File: src/rtl/hazard_pipe_regs_pkg.sv
// Shared core types: pipeline control fields and per-stage register layouts.
// The architectural NOP (addi x0,x0,0) is the instruction a squashed IF/DE stage holds.
package core_pkg;

  localparam logic [31:0] NOP_INSTR = 32'h00000013;
  localparam int          REG_IDX_W = 5;

  typedef struct packed {
    logic [REG_IDX_W-1:0] rd;
    logic [REG_IDX_W-1:0] rs1;
    logic [REG_IDX_W-1:0] rs2;
    logic                 reg_write;
    logic                 load;
    logic                 store;
  } ctrl_t;

  typedef struct packed {
    logic  valid;
    ctrl_t ctrl;
  } stage_t;

  // Downstream stages keep only the fields the hazard unit still consumes.
  typedef struct packed {
    logic                 valid;
    logic [REG_IDX_W-1:0] rd;
    logic                 reg_write;
    logic                 load;
  } ex_mem_t;

  typedef struct packed {
    logic                 valid;
    logic [REG_IDX_W-1:0] rd;
    logic                 reg_write;
  } mem_wb_t;

  function automatic logic [REG_IDX_W-1:0] gate_idx(input logic valid,
                                                    input logic [REG_IDX_W-1:0] idx);
    return valid ? idx : '0;
  endfunction

endpackage

File: src/rtl/hazard_pipe_regs_if.sv
// Bundle between the hazard unit / decode stage (master) and the pipeline register bank (slave).
interface hazard_pipe_regs_if #(
  parameter int XLEN  = 32,
  parameter int CNT_W = 16
);
  logic             stall;
  logic             flush_if_de;
  logic             flush_de_ex;
  logic [XLEN-1:0]  if_pc;
  logic [31:0]      if_ir;
  logic [4:0]       de_rd_in;
  logic [4:0]       de_rs1_in;
  logic [4:0]       de_rs2_in;
  logic             de_reg_write_in;
  logic             de_load_in;
  logic             de_store_in;

  logic             pc_en;
  logic [XLEN-1:0]  de_pc;
  logic [31:0]      de_ir;
  logic [4:0]       de_ex_rd;
  logic [4:0]       de_ex_rs1;
  logic [4:0]       de_ex_rs2;
  logic             de_rd_reg_write;
  logic             de_ex_load;
  logic             de_ex_store;
  logic [4:0]       ex_rd;
  logic             ex_rd_reg_write;
  logic             ex_load;
  logic [4:0]       mem_rd;
  logic             mem_rd_reg_write;
  logic             de_ex_stalled;
  logic [CNT_W-1:0] stall_cnt;
  logic [CNT_W-1:0] flush_cnt;

  modport master (
    output stall, flush_if_de, flush_de_ex, if_pc, if_ir,
           de_rd_in, de_rs1_in, de_rs2_in, de_reg_write_in, de_load_in, de_store_in,
    input  pc_en, de_pc, de_ir, de_ex_rd, de_ex_rs1, de_ex_rs2,
           de_rd_reg_write, de_ex_load, de_ex_store,
           ex_rd, ex_rd_reg_write, ex_load, mem_rd, mem_rd_reg_write,
           de_ex_stalled, stall_cnt, flush_cnt
  );

  modport slave (
    input  stall, flush_if_de, flush_de_ex, if_pc, if_ir,
           de_rd_in, de_rs1_in, de_rs2_in, de_reg_write_in, de_load_in, de_store_in,
    output pc_en, de_pc, de_ir, de_ex_rd, de_ex_rs1, de_ex_rs2,
           de_rd_reg_write, de_ex_load, de_ex_store,
           ex_rd, ex_rd_reg_write, ex_load, mem_rd, mem_rd_reg_write,
           de_ex_stalled, stall_cnt, flush_cnt
  );
endinterface

File: src/rtl/hazard_pipe_regs_sat_counter.sv
// Event counter that sticks at all-ones instead of wrapping, so long debug runs stay readable.
module sat_counter #(
  parameter int W = 16
) (
  input  logic         clk,
  input  logic         rst_n,
  input  logic         inc,
  output logic [W-1:0] count
);

  logic [W-1:0] count_reg;

  always_ff @(posedge clk or negedge rst_n) begin
    if (!rst_n) begin
      count_reg <= '0;
    end else if (inc && (count_reg != '1)) begin
      count_reg <= count_reg + W'(1);
    end
  end

  assign count = count_reg;

endmodule

File: src/rtl/hazard_pipe_regs.sv
// IF/DE, DE/EX, EX/MEM and MEM/WB control-path registers with stall/flush bubble insertion.
// Every control output is masked by its stage valid so a bubble can never write back, load or store.
module hazard_pipe_regs
  import core_pkg::*;
#(
  parameter int XLEN  = 32,
  parameter int CNT_W = 16
) (
  input logic               CLK,
  input logic               RST_N,
  hazard_pipe_regs_if.slave bus
);

  logic            if_de_valid_reg;
  logic [XLEN-1:0] de_pc_reg;
  logic [31:0]     de_ir_reg;
  stage_t          de_ex_reg;
  ex_mem_t         ex_mem_reg;
  mem_wb_t         mem_wb_reg;
  logic            de_ex_stalled_reg;
  ctrl_t           de_ctrl_next;

  assign de_ctrl_next = '{
    rd:        bus.de_rd_in,
    rs1:       bus.de_rs1_in,
    rs2:       bus.de_rs2_in,
    reg_write: bus.de_reg_write_in,
    load:      bus.de_load_in,
    store:     bus.de_store_in
  };

  // IF/DE: flush beats stall, so a squashed slot becomes a NOP even while the front end is frozen.
  always_ff @(posedge CLK or negedge RST_N) begin
    if (!RST_N) begin
      if_de_valid_reg <= 1'b0;
      de_pc_reg       <= '0;
      de_ir_reg       <= NOP_INSTR;
    end else if (bus.flush_if_de) begin
      if_de_valid_reg <= 1'b0;
      de_ir_reg       <= NOP_INSTR;
    end else if (!bus.stall) begin
      if_de_valid_reg <= 1'b1;
      de_pc_reg       <= bus.if_pc;
      de_ir_reg       <= bus.if_ir;
    end
  end

  // DE/EX: a bubble only drops valid; stale fields are harmless because outputs are gated.
  always_ff @(posedge CLK or negedge RST_N) begin
    if (!RST_N) begin
      de_ex_reg         <= '0;
      de_ex_stalled_reg <= 1'b0;
    end else begin
      if (bus.flush_de_ex || bus.stall) begin
        de_ex_reg.valid <= 1'b0;
      end else begin
        de_ex_reg.valid <= if_de_valid_reg;
        de_ex_reg.ctrl  <= de_ctrl_next;
      end
      de_ex_stalled_reg <= bus.stall && !bus.flush_de_ex;
    end
  end

  // EX/MEM and MEM/WB never freeze: the load ahead of a load-use stall must still drain.
  always_ff @(posedge CLK or negedge RST_N) begin
    if (!RST_N) begin
      ex_mem_reg <= '0;
      mem_wb_reg <= '0;
    end else begin
      ex_mem_reg <= '{
        valid:     de_ex_reg.valid,
        rd:        de_ex_reg.ctrl.rd,
        reg_write: de_ex_reg.ctrl.reg_write,
        load:      de_ex_reg.ctrl.load
      };
      mem_wb_reg <= '{
        valid:     ex_mem_reg.valid,
        rd:        ex_mem_reg.rd,
        reg_write: ex_mem_reg.reg_write
      };
    end
  end

  logic [1:0]       evt_inc;
  logic [CNT_W-1:0] evt_cnt [2];

  // A cycle flushing both stages is one flush event.
  assign evt_inc[0] = bus.stall;
  assign evt_inc[1] = bus.flush_if_de || bus.flush_de_ex;

  generate
    for (genvar gi = 0; gi < 2; gi++) begin : g_evt_cnt
      sat_counter #(.W(CNT_W)) u_cnt (
        .clk   (CLK),
        .rst_n (RST_N),
        .inc   (evt_inc[gi]),
        .count (evt_cnt[gi])
      );
    end
  endgenerate

  assign bus.pc_en            = !bus.stall;
  assign bus.de_pc            = de_pc_reg;
  assign bus.de_ir            = de_ir_reg;

  assign bus.de_ex_rd         = de_ex_reg.ctrl.rd;
  assign bus.de_ex_rs1        = de_ex_reg.ctrl.rs1;
  assign bus.de_ex_rs2        = de_ex_reg.ctrl.rs2;
  assign bus.de_rd_reg_write  = de_ex_reg.valid && de_ex_reg.ctrl.reg_write;
  assign bus.de_ex_load       = de_ex_reg.valid && de_ex_reg.ctrl.load;
  assign bus.de_ex_store      = de_ex_reg.valid && de_ex_reg.ctrl.store;

  assign bus.ex_rd            = gate_idx(ex_mem_reg.valid, ex_mem_reg.rd);
  assign bus.ex_rd_reg_write  = ex_mem_reg.valid && ex_mem_reg.reg_write;
  assign bus.ex_load          = ex_mem_reg.valid && ex_mem_reg.load;

  assign bus.mem_rd           = gate_idx(mem_wb_reg.valid, mem_wb_reg.rd);
  assign bus.mem_rd_reg_write = mem_wb_reg.valid && mem_wb_reg.reg_write;

  assign bus.de_ex_stalled    = de_ex_stalled_reg;
  assign bus.stall_cnt        = evt_cnt[0];
  assign bus.flush_cnt        = evt_cnt[1];

endmodule
File: src/flat_wrapper.sv
// flat-port wrapper written by rule: the top's interface ports become plain ports
module hazard_pipe_regs_flat import core_pkg::*;
#(
  parameter int XLEN  = 32,
  parameter int CNT_W = 16
)
  (CLK, RST_N, bus_stall, bus_flush_if_de, bus_flush_de_ex, bus_if_pc, bus_if_ir, bus_de_rd_in, bus_de_rs1_in, bus_de_rs2_in, bus_de_reg_write_in, bus_de_load_in, bus_de_store_in, bus_pc_en, bus_de_pc, bus_de_ir, bus_de_ex_rd, bus_de_ex_rs1, bus_de_ex_rs2, bus_de_rd_reg_write, bus_de_ex_load, bus_de_ex_store, bus_ex_rd, bus_ex_rd_reg_write, bus_ex_load, bus_mem_rd, bus_mem_rd_reg_write, bus_de_ex_stalled, bus_stall_cnt, bus_flush_cnt);
  hazard_pipe_regs_if #(.XLEN(XLEN), .CNT_W(CNT_W)) bus_i ();
  input logic CLK;
  input logic RST_N;
  input wire logic [$bits(bus_i.stall)-1:0] bus_stall;
  input wire logic [$bits(bus_i.flush_if_de)-1:0] bus_flush_if_de;
  input wire logic [$bits(bus_i.flush_de_ex)-1:0] bus_flush_de_ex;
  input wire logic [$bits(bus_i.if_pc)-1:0] bus_if_pc;
  input wire logic [$bits(bus_i.if_ir)-1:0] bus_if_ir;
  input wire logic [$bits(bus_i.de_rd_in)-1:0] bus_de_rd_in;
  input wire logic [$bits(bus_i.de_rs1_in)-1:0] bus_de_rs1_in;
  input wire logic [$bits(bus_i.de_rs2_in)-1:0] bus_de_rs2_in;
  input wire logic [$bits(bus_i.de_reg_write_in)-1:0] bus_de_reg_write_in;
  input wire logic [$bits(bus_i.de_load_in)-1:0] bus_de_load_in;
  input wire logic [$bits(bus_i.de_store_in)-1:0] bus_de_store_in;
  output wire logic [$bits(bus_i.pc_en)-1:0] bus_pc_en;
  output wire logic [$bits(bus_i.de_pc)-1:0] bus_de_pc;
  output wire logic [$bits(bus_i.de_ir)-1:0] bus_de_ir;
  output wire logic [$bits(bus_i.de_ex_rd)-1:0] bus_de_ex_rd;
  output wire logic [$bits(bus_i.de_ex_rs1)-1:0] bus_de_ex_rs1;
  output wire logic [$bits(bus_i.de_ex_rs2)-1:0] bus_de_ex_rs2;
  output wire logic [$bits(bus_i.de_rd_reg_write)-1:0] bus_de_rd_reg_write;
  output wire logic [$bits(bus_i.de_ex_load)-1:0] bus_de_ex_load;
  output wire logic [$bits(bus_i.de_ex_store)-1:0] bus_de_ex_store;
  output wire logic [$bits(bus_i.ex_rd)-1:0] bus_ex_rd;
  output wire logic [$bits(bus_i.ex_rd_reg_write)-1:0] bus_ex_rd_reg_write;
  output wire logic [$bits(bus_i.ex_load)-1:0] bus_ex_load;
  output wire logic [$bits(bus_i.mem_rd)-1:0] bus_mem_rd;
  output wire logic [$bits(bus_i.mem_rd_reg_write)-1:0] bus_mem_rd_reg_write;
  output wire logic [$bits(bus_i.de_ex_stalled)-1:0] bus_de_ex_stalled;
  output wire logic [$bits(bus_i.stall_cnt)-1:0] bus_stall_cnt;
  output wire logic [$bits(bus_i.flush_cnt)-1:0] bus_flush_cnt;
  assign bus_i.stall = bus_stall;
  assign bus_i.flush_if_de = bus_flush_if_de;
  assign bus_i.flush_de_ex = bus_flush_de_ex;
  assign bus_i.if_pc = bus_if_pc;
  assign bus_i.if_ir = bus_if_ir;
  assign bus_i.de_rd_in = bus_de_rd_in;
  assign bus_i.de_rs1_in = bus_de_rs1_in;
  assign bus_i.de_rs2_in = bus_de_rs2_in;
  assign bus_i.de_reg_write_in = bus_de_reg_write_in;
  assign bus_i.de_load_in = bus_de_load_in;
  assign bus_i.de_store_in = bus_de_store_in;
  assign bus_pc_en = bus_i.pc_en;
  assign bus_de_pc = bus_i.de_pc;
  assign bus_de_ir = bus_i.de_ir;
  assign bus_de_ex_rd = bus_i.de_ex_rd;
  assign bus_de_ex_rs1 = bus_i.de_ex_rs1;
  assign bus_de_ex_rs2 = bus_i.de_ex_rs2;
  assign bus_de_rd_reg_write = bus_i.de_rd_reg_write;
  assign bus_de_ex_load = bus_i.de_ex_load;
  assign bus_de_ex_store = bus_i.de_ex_store;
  assign bus_ex_rd = bus_i.ex_rd;
  assign bus_ex_rd_reg_write = bus_i.ex_rd_reg_write;
  assign bus_ex_load = bus_i.ex_load;
  assign bus_mem_rd = bus_i.mem_rd;
  assign bus_mem_rd_reg_write = bus_i.mem_rd_reg_write;
  assign bus_de_ex_stalled = bus_i.de_ex_stalled;
  assign bus_stall_cnt = bus_i.stall_cnt;
  assign bus_flush_cnt = bus_i.flush_cnt;
  hazard_pipe_regs #(.XLEN(XLEN), .CNT_W(CNT_W)) u_core (.CLK(CLK), .RST_N(RST_N), .bus(bus_i));
endmodule
File: config.mk
export PLATFORM = sky130hd
export DESIGN_NAME = hazard_pipe_regs_flat
export DESIGN_NICKNAME = d
export VERILOG_FILES = /design/src/rtl/hazard_pipe_regs_pkg.sv /design/src/rtl/hazard_pipe_regs_if.sv /design/src/rtl/hazard_pipe_regs_sat_counter.sv /design/src/rtl/hazard_pipe_regs.sv /design/src/flat_wrapper.sv
export SDC_FILE = /design/constraint.sdc
export NUM_CORES = 1
export LEC_CHECK = 0
export ABC_AREA = 1
export CORE_MARGIN = 5
export CORE_UTILIZATION = 48
export CTS_CLUSTER_DIAMETER = 150
export DETAILED_ROUTE_END_ITERATION = 10
export GPL_TIMING_DRIVEN = 0
export PLACE_DENSITY = 0.91
export SYNTH_ARGS = -nofsm -noshare
export SYNTH_HDL_FRONTEND = slang
export SYNTH_SLANG_ARGS = --single-unit
File: constraint.sdc
create_clock -name CLK -period 2.6 [get_ports CLK]
set_clock_uncertainty 0.15 [all_clocks]
set_input_delay 0.26 -clock CLK [delete_from_list [all_inputs] [get_ports CLK]]
set_output_delay 0.26 -clock CLK [all_outputs]
set_load 0.03 [all_outputs]
# Word level (Yosys, flattened, before mapping)
# Index checks and enable logic that the tools add are counted.
# op_classes
reduce_logical	14
bitwise	2
add_sub_neg	2
n_eq_ne	3
n_mux	7
# ops
op	count
two-way mux 32 bit	2
adder 16 x 1 -> 16 bit (second input constant)	2
!= test 16 bit (second input constant)	2
two-way mux 5 bit	2
logical AND 1 bit	9
two-way mux 1 bit	3
logical NOT 1 bit	2
logical OR 1 bit	2
!= test 2 x 1 -> 1 bit (second input constant)	1
NOT 1 bit	2
AND reduction 2 bit	1
# totals
regBits	132
input_bits	87
output_inout_bits	129

# Longest topological paths before layout
# logic_depth
depth_word	2
ltp_mapped	9

# Cells and area by module
# Synthesis repeated with hierarchy kept, for this count alone.
# unflattened
hier_cells	729
area_unflattened_um2	6024.5
# by_module_without_submodules
mod	area_per_inst_um2	n_inst	cells_each
hazard_pipe_regs	3907.5	1	431
sat_counter	1058.5	2	149

# Worst setup path after synthesis
# No wires, ideal clock.
# synth_timing
path_kind	register -> register
from	reg u_core.g_evt_cnt[0].u_cnt.count_reg[0]
to	reg u_core.g_evt_cnt[0].u_cnt.count_reg[0]
arrival_time_ps	1614
n_path_buf	1
path_stages_with_launch	10
path_slack_ps	717
setup_time_ps	119
t_required_ps	2331
cell_sequence	dfrtp_1 ha_1 inv_2 nor2_4 nand2_2 nor2_2 nor2_2 buf_6 nand2_1 nand2_1
# synth_between
elab_chain_len	2
word_cells_on_any_way	3
classes_between	add/sub: 1; eq/ne: 1; reduce/logical: 1
# synth_rtl
item	line_no	source
start, declared	hazard_pipe_regs_sat_counter.sv:11	logic [W-1:0] count_reg;
start signal, assigned	hazard_pipe_regs_sat_counter.sv:17	count_reg <= count_reg + W'(1);
parallel branches: the longest is 2 deep, another holds adder 16 x 1 -> 16 bit	n/a	
# Several ways; the timed one is not identified.
# A chain may end at the register's enable or synchronous reset.

# Worst setup path in the final report
# layout_timing
from	in bus_stall
to	out bus_pc_en
# layout_between
elab_chain_len	1
# layout_rtl
item	line_no	source
start, declared	flat_wrapper.sv:11	input wire logic [$bits(bus_i.stall)-1:0] bus_stall;
logical NOT 1 bit	n/a	
end, declared	flat_wrapper.sv:22	output wire logic [$bits(bus_i.pc_en)-1:0] bus_pc_en;
# No other way between the ends.

==> flow_metrics.tcl <==
set metrics [dict create \
    cts_buffer_depth 2 \
    placed_cells 972 \
    hold-worst-slack_ns 0.212 \
    worstPathArrival_ns 1.80 \
    peakVddDrop_v 0.000617 \
    end_kind "output port" \
    htree_levels 4 \
    place_hpwl_um 12000 \
    die_area_sq_um 14300 \
    synth.avg_cell_area_sq_um 9.47 \
    worstHoldPathType "input port to async pin" \
    layout_setup_ws_ns 0.388 \
    drc_errors 0 \
    pwr-share-seq_pct 36.9 \
    grt_use_total_pct 23.8 \
    cp_max_fo 8 \
    crit_family "buffers and inverters" \
    ys_types 30 \
    synthArstFlopShare_pct 100 \
    power_density_nw_per_um2 783 \
    grt_pass1_wl_um 26400 \
    die_x_um 120 \
    rsz0062_at_grt "false" \
    cts_setup_buffers 0 \
    io_pins 216 \
    switching_share_pct 29.7 \
    max-cap-violations 0 \
    synthToLayoutAreaGrowth_pct 52.8 \
    cts_tree "yes" \
    seq_area_sq_um 3310 \
    use_met2_pct 42.8 \
    clock-sinks 132 \
    diodes 0 \
    critPathRequiredTime_ns 2.19 \
    max_slew.worst_pin.slew_ns 0.609 \
    slew_headroom_pct 59.4 \
    fillers 794 \
    wl_um 16800 \
    start_util_pct 48.5 \
    synth_area_sq_um 5780 \
    gp_congestion 0.834 \
    clk_pin_slew_ns 0.06 \
    die_y_um 120 \
    synth_flop_cell "dfrtp_1" \
    multiInputGateArea_sq_um 2090 \
    crit_slowest_cell "clkdlybuf4s50_1" \
    drtIter0Drc 315 \
    clkLatencyLatePin_ns 0.42 \
    crit_buf_inv 4 \
    grt_pass1_vias 5107 \
    p_leak_uw 0.00413 \
    status "completed" \
    yosysSeqAreaShare_pct 57.2 \
    synth_edf_count 0 \
    port_buffers 214 \
    cts_resized 0 \
    layout-drive-gt1-share_pct 13.6 \
    syn_inst 610 \
    crit_type "input port to output port" \
    setup_viol 0 \
    finalPower_uw 6910 \
    reg2reg_slack_ns 0.72 \
    power_frac_comb_pct 23.8 \
    final.min_clock_period_ns 2.21 \
    ant_nets 0 \
    place_ws_ns 0.548 \
    num_rows 40 \
    numCtsBuffers 17 \
    fin_crit_sh_pct 85.1 \
    cp-start-kind "input port" \
    routed_via_density 5.05 \
    num_vias 5081 \
    yosys_warnings 0 \
    cp_cell_sequence "dlygate4sd3_1 > buf_4 > inv_2 > clkdlybuf4s50_1" \
    use_met3_pct 6.27 \
    gr-total-overflow 0 \
    grt.busiest_layer "met2" \
    syn-num-nets 699 \
    nets 935 \
    grt_max_degree 83 \
    switchingPower_uw 2050 \
    drv_slew 0 \
    clkPwrFrac_pct 39.3 \
    antenna_found_initial 0 \
    max_freq_mhz 452 \
    p_int_uw 4860 \
    max_stage_delay_ns 0.70 \
    use_met1_pct 26.7 \
    ys_ff_latch 132 \
    dr.pass1.iters 5 \
    final_cells 1006 \
    core-area_sq_um 11900 \
    finalHoldViolCount 0 \
    clock-root-buffer "clkbuf_16" \
    routedWlPerCell_um 16.7 \
]
[metrics by stage]
| stage | cell area (sq um) | util (%) | setup TNS (ns) |
|---|---|---|---|
| 2_1_floorplan | 5780 | - | 0 |
| 3_3_place_gp | 8100 | 68.0 | -530.88 |
| 3_5_place_dp | 8130 | 68.3 | 0 |
| 4_1_cts | 8830 | 74.1 | 0 |
| 5_1_grt | 8830 | 74.1 | 0 |
| 6_report | 8830 | 74.1 | 0 |
[per-layer routing]
metal	part of all wire (%)	up-vias
met5	0	-
met4	3.0	0
met3	6.0	37
met2	52	192
met1	39	2448
li1	-	2404
[worst reg2reg max path, stage by stage (launching register included)]
cell and delay (ns):
dfrtp_1 0.48, ha_1 0.31, inv_2 0.07, nor2_4 0.19, nand2_2 0.10, nor2_2 0.12
nor2_2 0.08, buf_6 0.15, nand2_1 0.07, nand2_1 0.05
[final timing paths]
path	start	to	cells after the start
worst max-delay path	bus_stall	bus_pc_en	4
worst min-delay path	RST_N	u_core.g_evt_cnt[0].u_cnt.count[2]	2
worst max register to register	u_core.g_evt_cnt[0].u_cnt.count[0]	u_core.g_evt_cnt[0].u_cnt.count[15]	9
worst min register to register	u_core.ex_mem_reg[3]	u_core.mem_wb_reg[2]	0
max in group asynchronous	RST_N	u_core.bus.de_ir[1]	3
min in group CLK	u_core.ex_mem_reg[3]	u_core.mem_wb_reg[2]	0
[power groups by stage]
stage	clock, uW	sequential [uW]	combinational [uW]
after floorplan	0	2900	542
after CTS	2750	2550	1660
after detailed placement	0	2570	1650
after global routing	2840	2590	1750
final	2710	2550	1650
after global placement	0	2560	1610
[cells in the mapped netlist, types with 4 or more instances]
cell	count	area, sq um
nand2_1	238	893
dfrtp_1	129	3230
inv_1	39	146
a22o_1	29	254
nor2_1	29	109
buf_4	17	128
nand3_1	17	85.1
mux2_2	16	180
nor2_2	10	62.6
clkbuf_1	9	33.8
nand2_2	9	56.3
nor2_4	7	78.8
o21ai_2	7	61.3
inv_2	6	22.5
nand4_1	5	31.3
o21ai_1	5	25.0
xnor2_1	5	43.8
nand3b_1	4	30.0
[final cells by class]
type / count / area share [%]
buffer: 32 / 2.38
multi-input combinational: 400 / 23.7
inverter: 46 / 1.96
timing repair buffer: 217 / 24.8
clock buffer: 21 / 5.44
tap: 147 / 2.08
sequential: 132 / 37.5
clock inverter: 11 / 2.22
[cell families (layout without fill, tap and decap cells)]
group           count (synthesis)  in the layout  synth area share [%]
compound gates                 48             48                  6.69
xor+xnor                        8              8                  1.21
fa+ha+maj                       2              2                 0.433
buf+inv                        78            327                  6.63
flops                         132            132                  57.2
mux                            18             18                  3.51
simple gates                  324            324                  24.3
[what timing repair did]
| action | 4_1_cts | 5_1_grt |
|---|---|---|
| endpoints found under the hold margin | 52 | 0 |
| hold buffers | 2 | 0 |
| setup endpoints to repair | 0 | 0 |
[layout by cell type (no fill, tap or decap), types with 2 or more instances in the layout]
cell             count
a22o_1              29
buf_2                3
buf_4               17
buf_6                4
bufinv_16            5
clkbuf_1             9
clkbuf_16           17
clkbuf_8             4
clkdlybuf4s50_1    213
clkinv_4             2
clkinvlp_4           2
dfrtp_1            129
dfstp_2              3
dlygate4sd3_1        2
ha_1                 2
inv_1               39
inv_2                6
mux2_1               2
mux2_2              16
nand2_1            238
nand2_2              9
nand3_1             17
nand3b_1             4
nand4_1              5
nand4_4              2
nor2_1              29
nor2_2              10
nor2_4               7
nor3_1               3
o21ai_0              3
o21ai_1              5
o21ai_2              7
o22a_1               3
xnor2_1              5
xor2_1               3
(Power assumes the default switching activity.)
